==> src/rtl/div_tc_32_16_pkg.sv <==
// Shared definitions for the signed 32/16 sequential divider.
package div_tc_pkg;

    localparam int DEF_DIVIDEND_W = 32;
    localparam int DEF_DIVISOR_W  = 16;

    // The iteration counter must be able to hold DIVIDEND_W itself (terminal count).
    function automatic int cnt_width(input int w);
        return $clog2(w + 1);
    endfunction

    localparam int CNT_W = cnt_width(DEF_DIVIDEND_W);

    typedef logic [1:0] state_t;
    localparam state_t IDLE = 2'd0;
    localparam state_t CALC = 2'd1;
    localparam state_t FIX  = 2'd2;
    localparam state_t DONE = 2'd3;

endpackage

==> src/rtl/div_tc_32_16_tc_abs.sv <==
// Two's-complement magnitude: result is one bit wider so the most-negative value fits.
module tc_abs #(
    parameter int W = 16
) (
    input  logic [W-1:0] x,
    output logic [W:0]   mag,
    output logic         neg
);

    // Sign-extend, then negate when negative.
    always_comb begin
        neg = x[W-1];
        mag = neg ? ((~{1'b1, x}) + 1'b1) : {1'b0, x};
    end

endmodule

==> src/rtl/div_tc_32_16.sv <==
// Signed restoring divider, truncation toward zero, one quotient bit per cycle.
module div_tc_32_16
    import div_tc_pkg::*;
#(
    parameter int DIVIDEND_W = DEF_DIVIDEND_W,
    parameter int DIVISOR_W  = DEF_DIVISOR_W
) (
    input  logic                  clk,
    input  logic                  rst,
    input  logic                  in_valid,
    output logic                  in_ready,
    input  logic [DIVIDEND_W-1:0] a,
    input  logic [DIVISOR_W-1:0]  b,
    output logic                  out_valid,
    input  logic                  out_ready,
    output logic [DIVIDEND_W-1:0] quotient,
    output logic [DIVISOR_W-1:0]  remainder,
    output logic                  div_by_zero,
    output logic                  overflow
);

    localparam int CW = cnt_width(DIVIDEND_W);
    localparam logic [CW-1:0] CNT_DONE = CW'(DIVIDEND_W);
    localparam logic [DIVIDEND_W-1:0] A_MIN = {1'b1, {(DIVIDEND_W-1){1'b0}}};

    state_t                state;
    logic [CW-1:0]         cnt;
    logic [DIVIDEND_W-1:0] q;
    logic [DIVISOR_W-1:0]  r;
    logic [DIVISOR_W:0]    bmag;
    logic                  sa, sb, dbz, ovf;
    logic [DIVISOR_W-1:0]  a_lo;

    logic [DIVIDEND_W:0]   a_mag;
    logic [DIVISOR_W:0]    b_mag;
    logic                  a_neg, b_neg;

    logic [DIVISOR_W:0]    shifted;
    logic [DIVISOR_W+1:0]  diff;
    logic [DIVIDEND_W-1:0] q_step;
    logic [DIVISOR_W-1:0]  r_step;
    logic                  unused_bits;

    tc_abs #(.W(DIVIDEND_W)) u_abs_a (.x(a), .mag(a_mag), .neg(a_neg));
    tc_abs #(.W(DIVISOR_W))  u_abs_b (.x(b), .mag(b_mag), .neg(b_neg));

    assign in_ready  = (state == IDLE);
    assign out_valid = (state == DONE);

    // |a| never exceeds 2^(W-1), so its top bit is always zero; the accepted
    // partial remainder is always below |b|, so diff's bit DIVISOR_W is zero too.
    assign unused_bits = ^{a_mag[DIVIDEND_W], diff[DIVISOR_W]};

    // One restoring step: shift in the next dividend bit, trial-subtract |b|.
    always_comb begin
        shifted = {r, q[DIVIDEND_W-1]};
        diff    = {1'b0, shifted} - {1'b0, bmag};
        if (!diff[DIVISOR_W+1]) begin
            r_step = diff[DIVISOR_W-1:0];
            q_step = {q[DIVIDEND_W-2:0], 1'b1};
        end else begin
            r_step = shifted[DIVISOR_W-1:0];
            q_step = {q[DIVIDEND_W-2:0], 1'b0};
        end
    end

    // Control FSM and datapath registers. CALC spends DIVIDEND_W step cycles
    // plus one terminal-count cycle, giving handshake-to-out_valid of DIVIDEND_W+2.
    always_ff @(posedge clk or posedge rst) begin
        if (rst) begin
            state       <= IDLE;
            cnt         <= '0;
            q           <= '0;
            r           <= '0;
            bmag        <= '0;
            sa          <= 1'b0;
            sb          <= 1'b0;
            dbz         <= 1'b0;
            ovf         <= 1'b0;
            a_lo        <= '0;
            quotient    <= '0;
            remainder   <= '0;
            div_by_zero <= 1'b0;
            overflow    <= 1'b0;
        end else begin
            case (state)
                IDLE: begin
                    if (in_valid) begin
                        q     <= a_mag[DIVIDEND_W-1:0];
                        r     <= '0;
                        bmag  <= b_mag;
                        sa    <= a_neg;
                        sb    <= b_neg;
                        dbz   <= (b == '0);
                        ovf   <= (a == A_MIN) && (b == '1);
                        a_lo  <= a[DIVISOR_W-1:0];
                        cnt   <= '0;
                        state <= CALC;
                    end
                end
                CALC: begin
                    if (cnt == CNT_DONE) begin
                        state <= FIX;
                    end else begin
                        q   <= q_step;
                        r   <= r_step;
                        cnt <= cnt + 1'b1;
                    end
                end
                FIX: begin
                    if (dbz) begin
                        quotient  <= '1;
                        remainder <= a_lo;
                    end else begin
                        quotient  <= (sa ^ sb) ? -q : q;
                        remainder <= sa ? -r : r;
                    end
                    div_by_zero <= dbz;
                    overflow    <= ovf;
                    state       <= DONE;
                end
                DONE: begin
                    if (out_ready) state <= IDLE;
                end
                default: state <= IDLE;
            endcase
        end
    end

endmodule

==> config.mk <==
export PLATFORM = sky130hd
export DESIGN_NAME = div_tc_32_16
export DESIGN_NICKNAME = d
export VERILOG_FILES = /design/src/rtl/div_tc_32_16_pkg.sv /design/src/rtl/div_tc_32_16_tc_abs.sv /design/src/rtl/div_tc_32_16.sv
export SDC_FILE = /design/constraint.sdc
export NUM_CORES = 1
export LEC_CHECK = 0
export CORE_MARGIN = 2
export CORE_UTILIZATION = 60
export DETAILED_ROUTE_END_ITERATION = 10
export GPL_TIMING_DRIVEN = 0
export PLACE_DENSITY_LB_ADDON = 0.1
export SLEW_MARGIN = 40
export SYNTH_ARGS = -nofsm -noshare
export SYNTH_HDL_FRONTEND = slang
export SYNTH_SLANG_ARGS = --single-unit
==> constraint.sdc <==
create_clock -name clk -period 11.1 [get_ports clk]
set_input_delay 1.665 -clock clk [delete_from_list [all_inputs] [get_ports clk]]
set_output_delay 1.665 -clock clk [all_outputs]
set_load 0.01 [all_outputs]
==> results.sh <==
export IMPL_cts_tree="yes"
export IMPL_grt_pass1_vias=7513
export IMPL_drcViolationCount=0
export IMPL_p_sw_share_pct=44.1
export IMPL_fin_crit_sh_pct=36.2
export IMPL_min_from="bmag[4]"
export IMPL_detailed_place_hpwl_mm=17.7
export IMPL_insertion_delay_ns=0.43
export IMPL_status="finished, final reports clean"
export IMPL_end_kind="register"
export IMPL_syn_inst=976
export IMPL_fmax_mhz=249
export IMPL_p_switching_uw=1560
export IMPL_crit_arrival_ns=4.35
export IMPL_setup_violations=0
export IMPL_cp_required_ns=11.44
export IMPL_cts_root_buffer="clkbuf_16"
export IMPL_cts_resized=0
export IMPL_slew_headroom_pct=42.7
export IMPL_io_pins=104
export IMPL_place_congestion=0.961
export IMPL_layout_drive_gt1_share_pct=7.82
export IMPL_cp_max_fo=8
export IMPL_synth_cell_types=65
export IMPL_start_kind="primary input"
export IMPL_synth_edf_count=0
export IMPL_worstReg2RegStart="r[2]"
export IMPL_dieArea_um2=15500
export IMPL_tns_ns=0
export IMPL_tightest_slew_ns=0.860
export IMPL_hold_path_class="register to register"
export IMPL_ys_ff_latch=143
export IMPL_grt_usage_pct=32.7
export IMPL_crit_type="primary input to register"
export IMPL_finalWirelength_mm=24.8
export IMPL_final_cell_mix="143 x dfrtp_1, 116 x nand2_1, 103 x clkdlybuf4s50_1"
export IMPL_synthToLayoutAreaGrowth_pct=22.6
export IMPL_pwr_share_clk_pct=18.1
export IMPL_power_frac_comb_pct=54.1
export IMPL_p_leak_uw=0.00453
export IMPL_ys_seq_area_share_pct=41.2
export IMPL_pwr_share_seq_pct=27.8
export IMPL_critPathLaunch="a[8]"
export IMPL_grt_max_degree=81
export IMPL_cts_buffers=17
export IMPL_synth_avg_cell_area_um2=8.91
export IMPL_finalHoldViolations=0
export IMPL_grt_pass1_wl_mm=40.2
export IMPL_cts_clk_slew_worst_paths_ns=0.06
export IMPL_die_w_um=124
export IMPL_rsz0062_at_grt="false"
export IMPL_vias=7988
export IMPL_maxSlewViolCount=0
export IMPL_synth_fp_nets=1057
export IMPL_htree_levels=4
export IMPL_post_cts_setup_buffer_count=0
export IMPL_dr_pass1_iters=5
export IMPL_gr_total_overflow=0
export IMPL_row_count=43
export IMPL_synth_main_ff_cell="dfrtp_1"
export IMPL_ir_worst_vdd_uv=185
export IMPL_async_reset_ff_share_pct=100
export IMPL_finalCriticalPeriod_ns=4.02
export IMPL_p_int_uw=1970
export IMPL_synth_area_um2=8690
export IMPL_fp_dieH_um=124
export IMPL_antenna_cells=0
export IMPL_antenna_found_initial=0
export IMPL_skew_ns=0.00725
export IMPL_port_buffers=103
export IMPL_wl_per_cell_um=19.2
export IMPL_initial_utilization_pct=61.9
export IMPL_yosys_warnings=0
export IMPL_drt_initial_drc_count=966
export IMPL_final_common_cell="dfrtp_1"
export IMPL_drtAntennaViolNets=0
export IMPL_viasPerCell=6.18
export IMPL_hold_ws_ns=0.482
export IMPL_cts_sinks=143
export IMPL_core_um2=14000
export IMPL_cts_path_max_buffers=2
export IMPL_maxCapViolations=0
export IMPL_nets=1180
export IMPL_p_per_area_nw_per_um2=331
export IMPL_ctsHoldBuffers=0
critical path, stage by stage:
cell	delay, ns
clkdlybuf4s50_1	0.56
or4_4	0.63
or4_4	0.53
buf_6	0.16
nor3_4	0.23
a21boi_1	0.12
xor2_1	0.15
mux2i_1	0.08
o21ai_0	0.22
per-layer routing:
metal  global-route usage [%]  up-vias  wire [µm]
met5                        0        -          0
li1                         -     3677          -
met3                     6.23       44       2320
met4                     9.39        0        509
met1                     50.0     3828      11100
met2                     47.2      439      10800
power by group through the flow:
stage	registers, µW	logic, µW	clock network, µW
6_report	981	1910	638
5_1_grt	1010	2080	666
4_1_cts	977	1880	640
3_5_place_dp	979	1840	0
3_3_place_gp	972	1800	0
2_1_floorplan	963	1240	0
through the flow:
step	utilization, %	std cells	setup slack (ns)	instance area [µm²]	total power, µW
finish	75.9	1292	7.08	10700	3530
global route	75.9	1292	6.99	10700	3760
CTS	75.9	1292	7.12	10700	3500
detailed placement	71.2	1260	6.66	10000	2820
global placement	70.8	1259	3.57	9950	2770
floorplan	-	976	5.60	8690	2200
flip-flops by register name, indices dropped and copies added, names as in the netlist, 2 cells and up:
name       count
bmag          17
a_lo          16
remainder     16
r             16
q             32
cnt            6
quotient      32
state          2
cells by family (layout without fill, tap and decap cells):
group / Yosys count / in the layout / synth area share, %
xor gates and xnor gates: 98 / 98 / 9.87
adders and majority gates: 29 / 29 / 4.26
DFF: 143 / 143 / 41.2
buffers and inverters: 94 / 230 / 4.17
muxes: 43 / 43 / 5.37
AOI/OAI and AO/OA: 261 / 261 / 18.8
and+or+nand+nor: 308 / 308 / 16.3
synth_stat cells (2+ instances only):
| cell | instances | share of area (%) |
|---|---|---|
| a211o_1 | 3 | 0.30 |
| a211oi_1 | 2 | 0.17 |
| a21boi_0 | 2 | 0.17 |
| a21boi_1 | 2 | 0.17 |
| a21o_1 | 6 | 0.52 |
| a21oi_1 | 73 | 4.2 |
| a21oi_2 | 2 | 0.20 |
| a22o_1 | 4 | 0.40 |
| a31oi_1 | 5 | 0.36 |
| a32oi_1 | 7 | 0.71 |
| and2_1 | 3 | 0.22 |
| and3_1 | 2 | 0.14 |
| buf_1 | 7 | 0.30 |
| buf_2 | 2 | 0.12 |
| clkbuf_1 | 43 | 1.9 |
| dfrtp_1 | 143 | 41 |
| ha_1 | 28 | 4.0 |
| inv_1 | 41 | 1.8 |
| mux2_2 | 29 | 3.8 |
| mux2i_1 | 14 | 1.6 |
| nand2_1 | 116 | 5.0 |
| nand2b_1 | 9 | 0.65 |
| nand3_1 | 14 | 0.81 |
| nand3b_1 | 2 | 0.17 |
| nand4_1 | 6 | 0.43 |
| nor2_1 | 92 | 4.0 |
| nor2b_1 | 10 | 0.72 |
| nor3_1 | 16 | 0.92 |
| nor4_1 | 7 | 0.50 |
| o211ai_1 | 3 | 0.26 |
| o21ai_0 | 90 | 5.2 |
| o21ai_1 | 3 | 0.17 |
| o221ai_1 | 7 | 0.71 |
| o311ai_0 | 2 | 0.20 |
| o31ai_1 | 27 | 2.3 |
| o41ai_1 | 8 | 0.81 |
| o41ai_2 | 2 | 0.37 |
| or2_2 | 6 | 0.43 |
| or3_1 | 12 | 0.86 |
| or4_1 | 4 | 0.35 |
| or4_4 | 2 | 0.26 |
| xnor2_1 | 33 | 3.3 |
| xor2_1 | 65 | 6.5 |
final cells by class:
| class | count | area [µm²] |
|---|---|---|
| buffer | 53 | 209 |
| clock inverter | 14 | 215 |
| inverter | 41 | 161 |
| timing repair buffer | 104 | 1060 |
| multi-input combinational | 739 | 4770 |
| sequential | 143 | 3580 |
| fill | 1023 | 3380 |
| tap | 180 | 225 |
| clock buffer | 18 | 439 |
worst paths after layout:
path	to	slack, ns	depth (start not counted)
setup reg to reg	r[10]	7.95	9
min in group asynchronous	r[13]	1.66	2
hold / removal	bmag[4]	0.48	2
max in group asynchronous	q[22]	8.69	3
hold reg to reg	bmag[4]	0.48	2
setup / recovery	q[28]	7.08	9
Power figures use the tool's default switching activity.
==> RTL change 1 (config.mk and constraints unchanged) <==
`DEF_DIVISOR_W`: 16 -> 32.
--- a/src/rtl/div_tc_32_16_pkg.sv
+++ b/src/rtl/div_tc_32_16_pkg.sv
@@ -4,3 +4,3 @@
     localparam int DEF_DIVIDEND_W = 32;
-    localparam int DEF_DIVISOR_W  = 16;
+    localparam int DEF_DIVISOR_W  = 32;
 
Ports: changed (resized b and remainder); port bits go from 104 to 136. The function was not compared with the original's and may differ.
==> RTL change 1 against the unedited design <==
- synthesized area rose by 50%
- final area rose by 46%
- count of clock-buffer cells in the layout rose by 11
- setup slack got worse by 0.45 ns
- synthesized cell count rose by 50%
- total power rose by 43%
- die area rose by 48%
- sequential cell count rose by 63
- routed wire length rose by 51%
- hold slack got worse by 0.0089 ns
- sequential share of layout area fell by 0.44 points
- clock power rose by 16%
- combinational power rose by 53%
- sequential power rose by 42%
==> RTL change 1: results (changes against the unedited design) <==
| Metric | Value |
|---|---|
| Count of routing violations after the opening detailed-route iteration | 770 (-20%) |
| Hold_sp | bmag[18] |
| Cell Count Post-Placement | 1874 (+49%) |
| Max Fanout on Critical Path | 4 (-4) |
| Worst Hold End | bmag[18] |
| Final worst clock skew | 0.00928 ns (+0.00203 ns) |
| Avg Vias per Cell | 6.12 (-0.97%) |
| Global routing met2 resource utilization | 0.599 (+0.127) |
| Global-route wire length before repair | 58300 um (+45%) |
| Number of buffers created by CTS | 23 (+6) |
| Maximum single-stage delay on the critical path | 0.54 ns (-0.09 ns) |
| Max Freq | 0.224 GHz (-10%) |
| Area post-placement | 0.0148 mm2 (+48%) |
| Leakage power | 6.58 nW (+45%) |
| Count of multi-input gates | 1105 (+50%) |
| PortBufs | 135 (+31%) |
| Non-clock inverters | 64 (+56%) |
| R2r setup slk | 7.27 ns (-0.68 ns) |
| Worst r2r path cells | 10 (+1) |
| H-tree levels | 1 (-3) |
| Amount of wire on met2 after detailed routing | 18900 um (+74%) |
| Clock tree buffer depth | 3 (+1) |
| Fraction of standard cell area that is sequential | 0.331 (-0.00436) |
| Worst hold margin | 0.473 ns (-0.00892 ns) |
| Final GP Congestion | 0.950 (-1.1%) |
| Wirelength, routed | 37500 um (+51%) |
| Clock network area share | 0.0470 (-0.0144) |
| Total met3 wirelength after detailed routing | 2270 um (-2.5%) |
| Sum of routed wire segments on met1 | 14500 um (+30%) |
| Peak VDD IR | 0.125 mV (-32%) |
| Placed wire-length estimate | 29300 um (+66%) |
| Count of clock-net buffers in the final layout | 29 (+11) |
| Post-Syn Nets | 1574 (+49%) |
| Clk_lat worst skew | 0.51 ns (+0.08 ns) |
| Area occupied by multi-input gates | 0.00734 mm2 (+54%) |
| Met1 usage in global routing | 0.382 (-0.118) |
| Fraction of final layout cells with drive strength greater than 1 | 0.0738 (-0.00441) |
| GR Util met3 | 0.0356 (-0.0267) |
| Worst Tran Pin Value | 0.821 ns (-0.0386 ns) |
| Top post-synthesis cells by count | 206 x dfrtp_1, 174 x nand2_1, 141 x o21ai_0, 100 x xor2_1, 82 x a21oi_1 |
| Vias in the first global route | 11281 (+50%) |
| Share of cell area taken by multi-input logic gates | 0.472 (+0.0240) |
| Cell internal pwr | 2.77 mW (+40%) |
| Number of nets in the final layout | 1737 (+47%) |
| Number of signal-net buffers in the layout | 224 (+43%) |
| Run status | completed |
-- RTL change 1: changes by cell type after synthesis, sizes merged, moves of 18 or more --
cell    unedited run  this run
nand3             14        56
nor2              92        74
dfrtp            143       206
inv               41        64
mux2              29        57
o22a               0        24
xor2              65       100
nand2            116       174
clkbuf            43        77
o21ai             93       147
-- RTL change 1: logic make-up (layout without fill, tap and decap cells) --
group           after synthesis  after routing  synth area share
flops                       206            206             0.395
buf+inv                     150            328            0.0433
simple gates                452            452             0.169
fa+ha+maj                    45             45            0.0437
xor+xnor                    148            148            0.0994
compound gates              386            386             0.187
mux                          74             74            0.0622
-- RTL change 1: power groups by stage --
stage               Clock, mW  Combinational (mW)  Sequential, mW
floorplan                   0                1.96            1.36
finish                  0.737                2.92            1.39
CTS                     0.742                2.90            1.39
detailed placement          0                2.88            1.40
global route            0.773                3.21            1.43
global placement            0                2.79            1.38
-- RTL change 1: worst min-delay path: stages, from the launching register on --
cell and delay (ns):
dfrtp_1 0.34, nand2_1 0.05, o21ai_0 0.06
==> RTL change 2 (same settings) <==
Without the edit above. Reset style: synchronous (`rst`), changed in one clocked block.
--- a/src/rtl/div_tc_32_16.sv
+++ b/src/rtl/div_tc_32_16.sv
@@ -68,3 +68,3 @@
     // plus one terminal-count cycle, giving handshake-to-out_valid of DIVIDEND_W+2.
-    always_ff @(posedge clk or posedge rst) begin
+    always_ff @(posedge clk) begin
         if (rst) begin
Function: differs if rst is asserted again (counterexample within 4 cycles, from zero or initial values and one cycle with rst high); with rst held inactive, the same outputs for 10 cycles.
==> RTL change 2 against the unedited design <==
- final area decreased by 3.1%
- first-iteration DRC count increased by 18%
- sequential power decreased by 19%
- sequential cell count unchanged
- clock skew decreased by 0.0019 ns
- hold slack got worse by 0.024 ns
- synthesized area decreased by 2.5%
- global-route usage increased by 2.2 points
- non-clock buffer count increased by 11
- count of clock-buffer cells in the layout increased by 2
- setup slack improved by 0.22 ns
- total power decreased by 22%
- routed wire length increased by 6.2%
- via count increased by 9.0%
- critical path type unchanged
==> RTL change 2: results (changes against the unedited design) <==
| Metric | Value |
|---|---|
| Fraction of synthesis flops using an asynchronous set or reset pin | 0 (-1.00) |
| Amount of wire on met2 after detailed routing | 11200 um (+3.8%) |
| Final worst clock skew | 0.00532 ns (-0.00193 ns) |
| Number of buffers created by CTS | 17 (unchanged) |
| Count of fill cells added during filler insertion | 1117 (+9.2%) |
| Top post-synthesis cells by count | 143 x dfxtp_1, 141 x nand2_1, 120 x nor2_1, 86 x a21oi_1, 62 x o21ai_0 |
| Setup slack at placement | 6.92 ns (+0.260 ns) |
| Wirelength, routed | 26300 um (+6.2%) |
| Max Fanout on Critical Path | 6 (-2) |
| Worst Tran Pin Value | 0.892 ns (+0.0326 ns) |
| Worst Hold Class | flop to flop |
| Final GP Congestion | 0.970 (+0.94%) |
| Count of routing violations after the opening detailed-route iteration | 1142 (+18%) |
| PortBufs | 102 (-0.97%) |
| Number of nets in the final layout | 1288 (+9.2%) |
| Global-route wire length before repair | 40400 um (+0.55%) |
| Top area cells in the synthesized netlist | dfxtp_1 34%, nand2_1 6.2%, nor2_1 5.3% |
| Clock tree buffer depth | 2 (unchanged) |
| Tot GR Track Use | 0.349 (+0.0224) |
| Number of iterations in the first detailed-routing pass | 5 (unchanged) |
| Placed wire-length estimate | 19800 um (+12%) |
| Peak VDD IR | 0.215 mV (+17%) |
| Vias after detailed routing | 8707 (+9.0%) |
| Top Metal Used | met4 |
| Utilization of the core after routing | 0.747 (-0.0123) |
| Ant diodes | 0 (unchanged) |
| Commonest register cell after synthesis | dfxtp_1 |
| Run status | completed |
| Part of the Yosys area used for sequential elements | 0.338 (-0.0738) |
| Pin count of the biggest net entering global routing | 17 (-79%) |
| Unique cell type count in the Yosys netlist | 66 (+1.5%) |
| Leakage power | 3.78 nW (-17%) |
| Total met3 wirelength after detailed routing | 2650 um (+14%) |
| Vias in the first global route | 7678 (+2.2%) |
| Fraction of final layout cells with drive strength greater than 1 | 0.0500 (-0.0282) |
| Post-Syn Nets | 1167 (+10%) |
| CTS clk-pin slew, worst paths | 0.06 ns (about the same) |
| Sum of routed wire segments on met1 | 11900 um (+7.3%) |
## RTL change 2: cell types whose count changed after synthesis, sizes merged, moves of 11 or more
| cell | delta |
|---|---|
| mux2 | -29 |
| a211oi | +49 |
| dfrtp | -143 |
| xor2 | -18 |
| nand2 | +26 |
| xnor2 | +16 |
| a21oi | +11 |
| dfxtp | +143 |
| o21ai | -30 |
| o211ai | +15 |
| nor2 | +28 |
## RTL change 2: area by class of cell
cell class | count | area, um2 | area share
multi-input cells | 837 | 5210 | 0.505
flip-flops and latches | 143 | 2860 | 0.277
well taps | 180 | 225 | 0.0218
clock inverters | 11 | 140 | 0.0136
repair buffers | 102 | 1020 | 0.0989
plain buffers | 66 | 258 | 0.0250
clock buffers | 20 | 457 | 0.0442
inverters | 40 | 150 | 0.0145
## RTL change 2: cells by family after synthesis
family | Yosys count | share of synthesized area
simple gates | 387 | 0.213
compound gates | 304 | 0.233
flops | 143 | 0.338
buf+inv | 106 | 0.0481
xor+xnor | 96 | 0.0992
fa+ha+maj | 29 | 0.0437
mux | 21 | 0.0248
## RTL change 2: per-stage QoR
step	cell area, um2	power (mW)	std cells	hold WS [ns]
after floorplan	8470	1.69	1086	0.428
after global routing	10300	2.93	1399	0.477
final	10300	2.77	1399	0.458
after detailed placement	9720	2.14	1368	0.451
after global placement	9720	2.11	1368	0.446
after CTS	10300	2.73	1399	0.459
## RTL change 2: worst paths after layout
path	depth (start not counted)	slack (ns)	from	endpoint
max	8	7.31	a[6]	q[26]
min	2	0.46	a_lo[0]	a_lo[0]
max reg2reg	9	8.24	r[9]	r[13]
min reg2reg	2	0.46	a_lo[0]	a_lo[0]
## RTL change 2: where the power goes
part           switching [mW]  total [mW]  internal, mW
Clock                   0.222       0.584         0.362
Sequential              0.139       0.790         0.650
Combinational           0.867        1.39         0.527
## RTL change 2: per-layer routing
layer | vias to the layer above | global-route usage
li1 | 4114 | -
met1 | 4046 | 0.515
met2 | 492 | 0.502
met3 | 55 | 0.0790
met4 | 0 | 0.106
met5 | - | 0
## RTL change 2: worst max-delay path: stages
cell and delay (ns):
clkdlybuf4s50_1 0.53, nor4_1 0.48, and4b_1 0.40, nand2_2 0.11, o31ai_2 0.36, o21ai_0 0.22
xnor2_1 0.18, a211oi_1 0.20
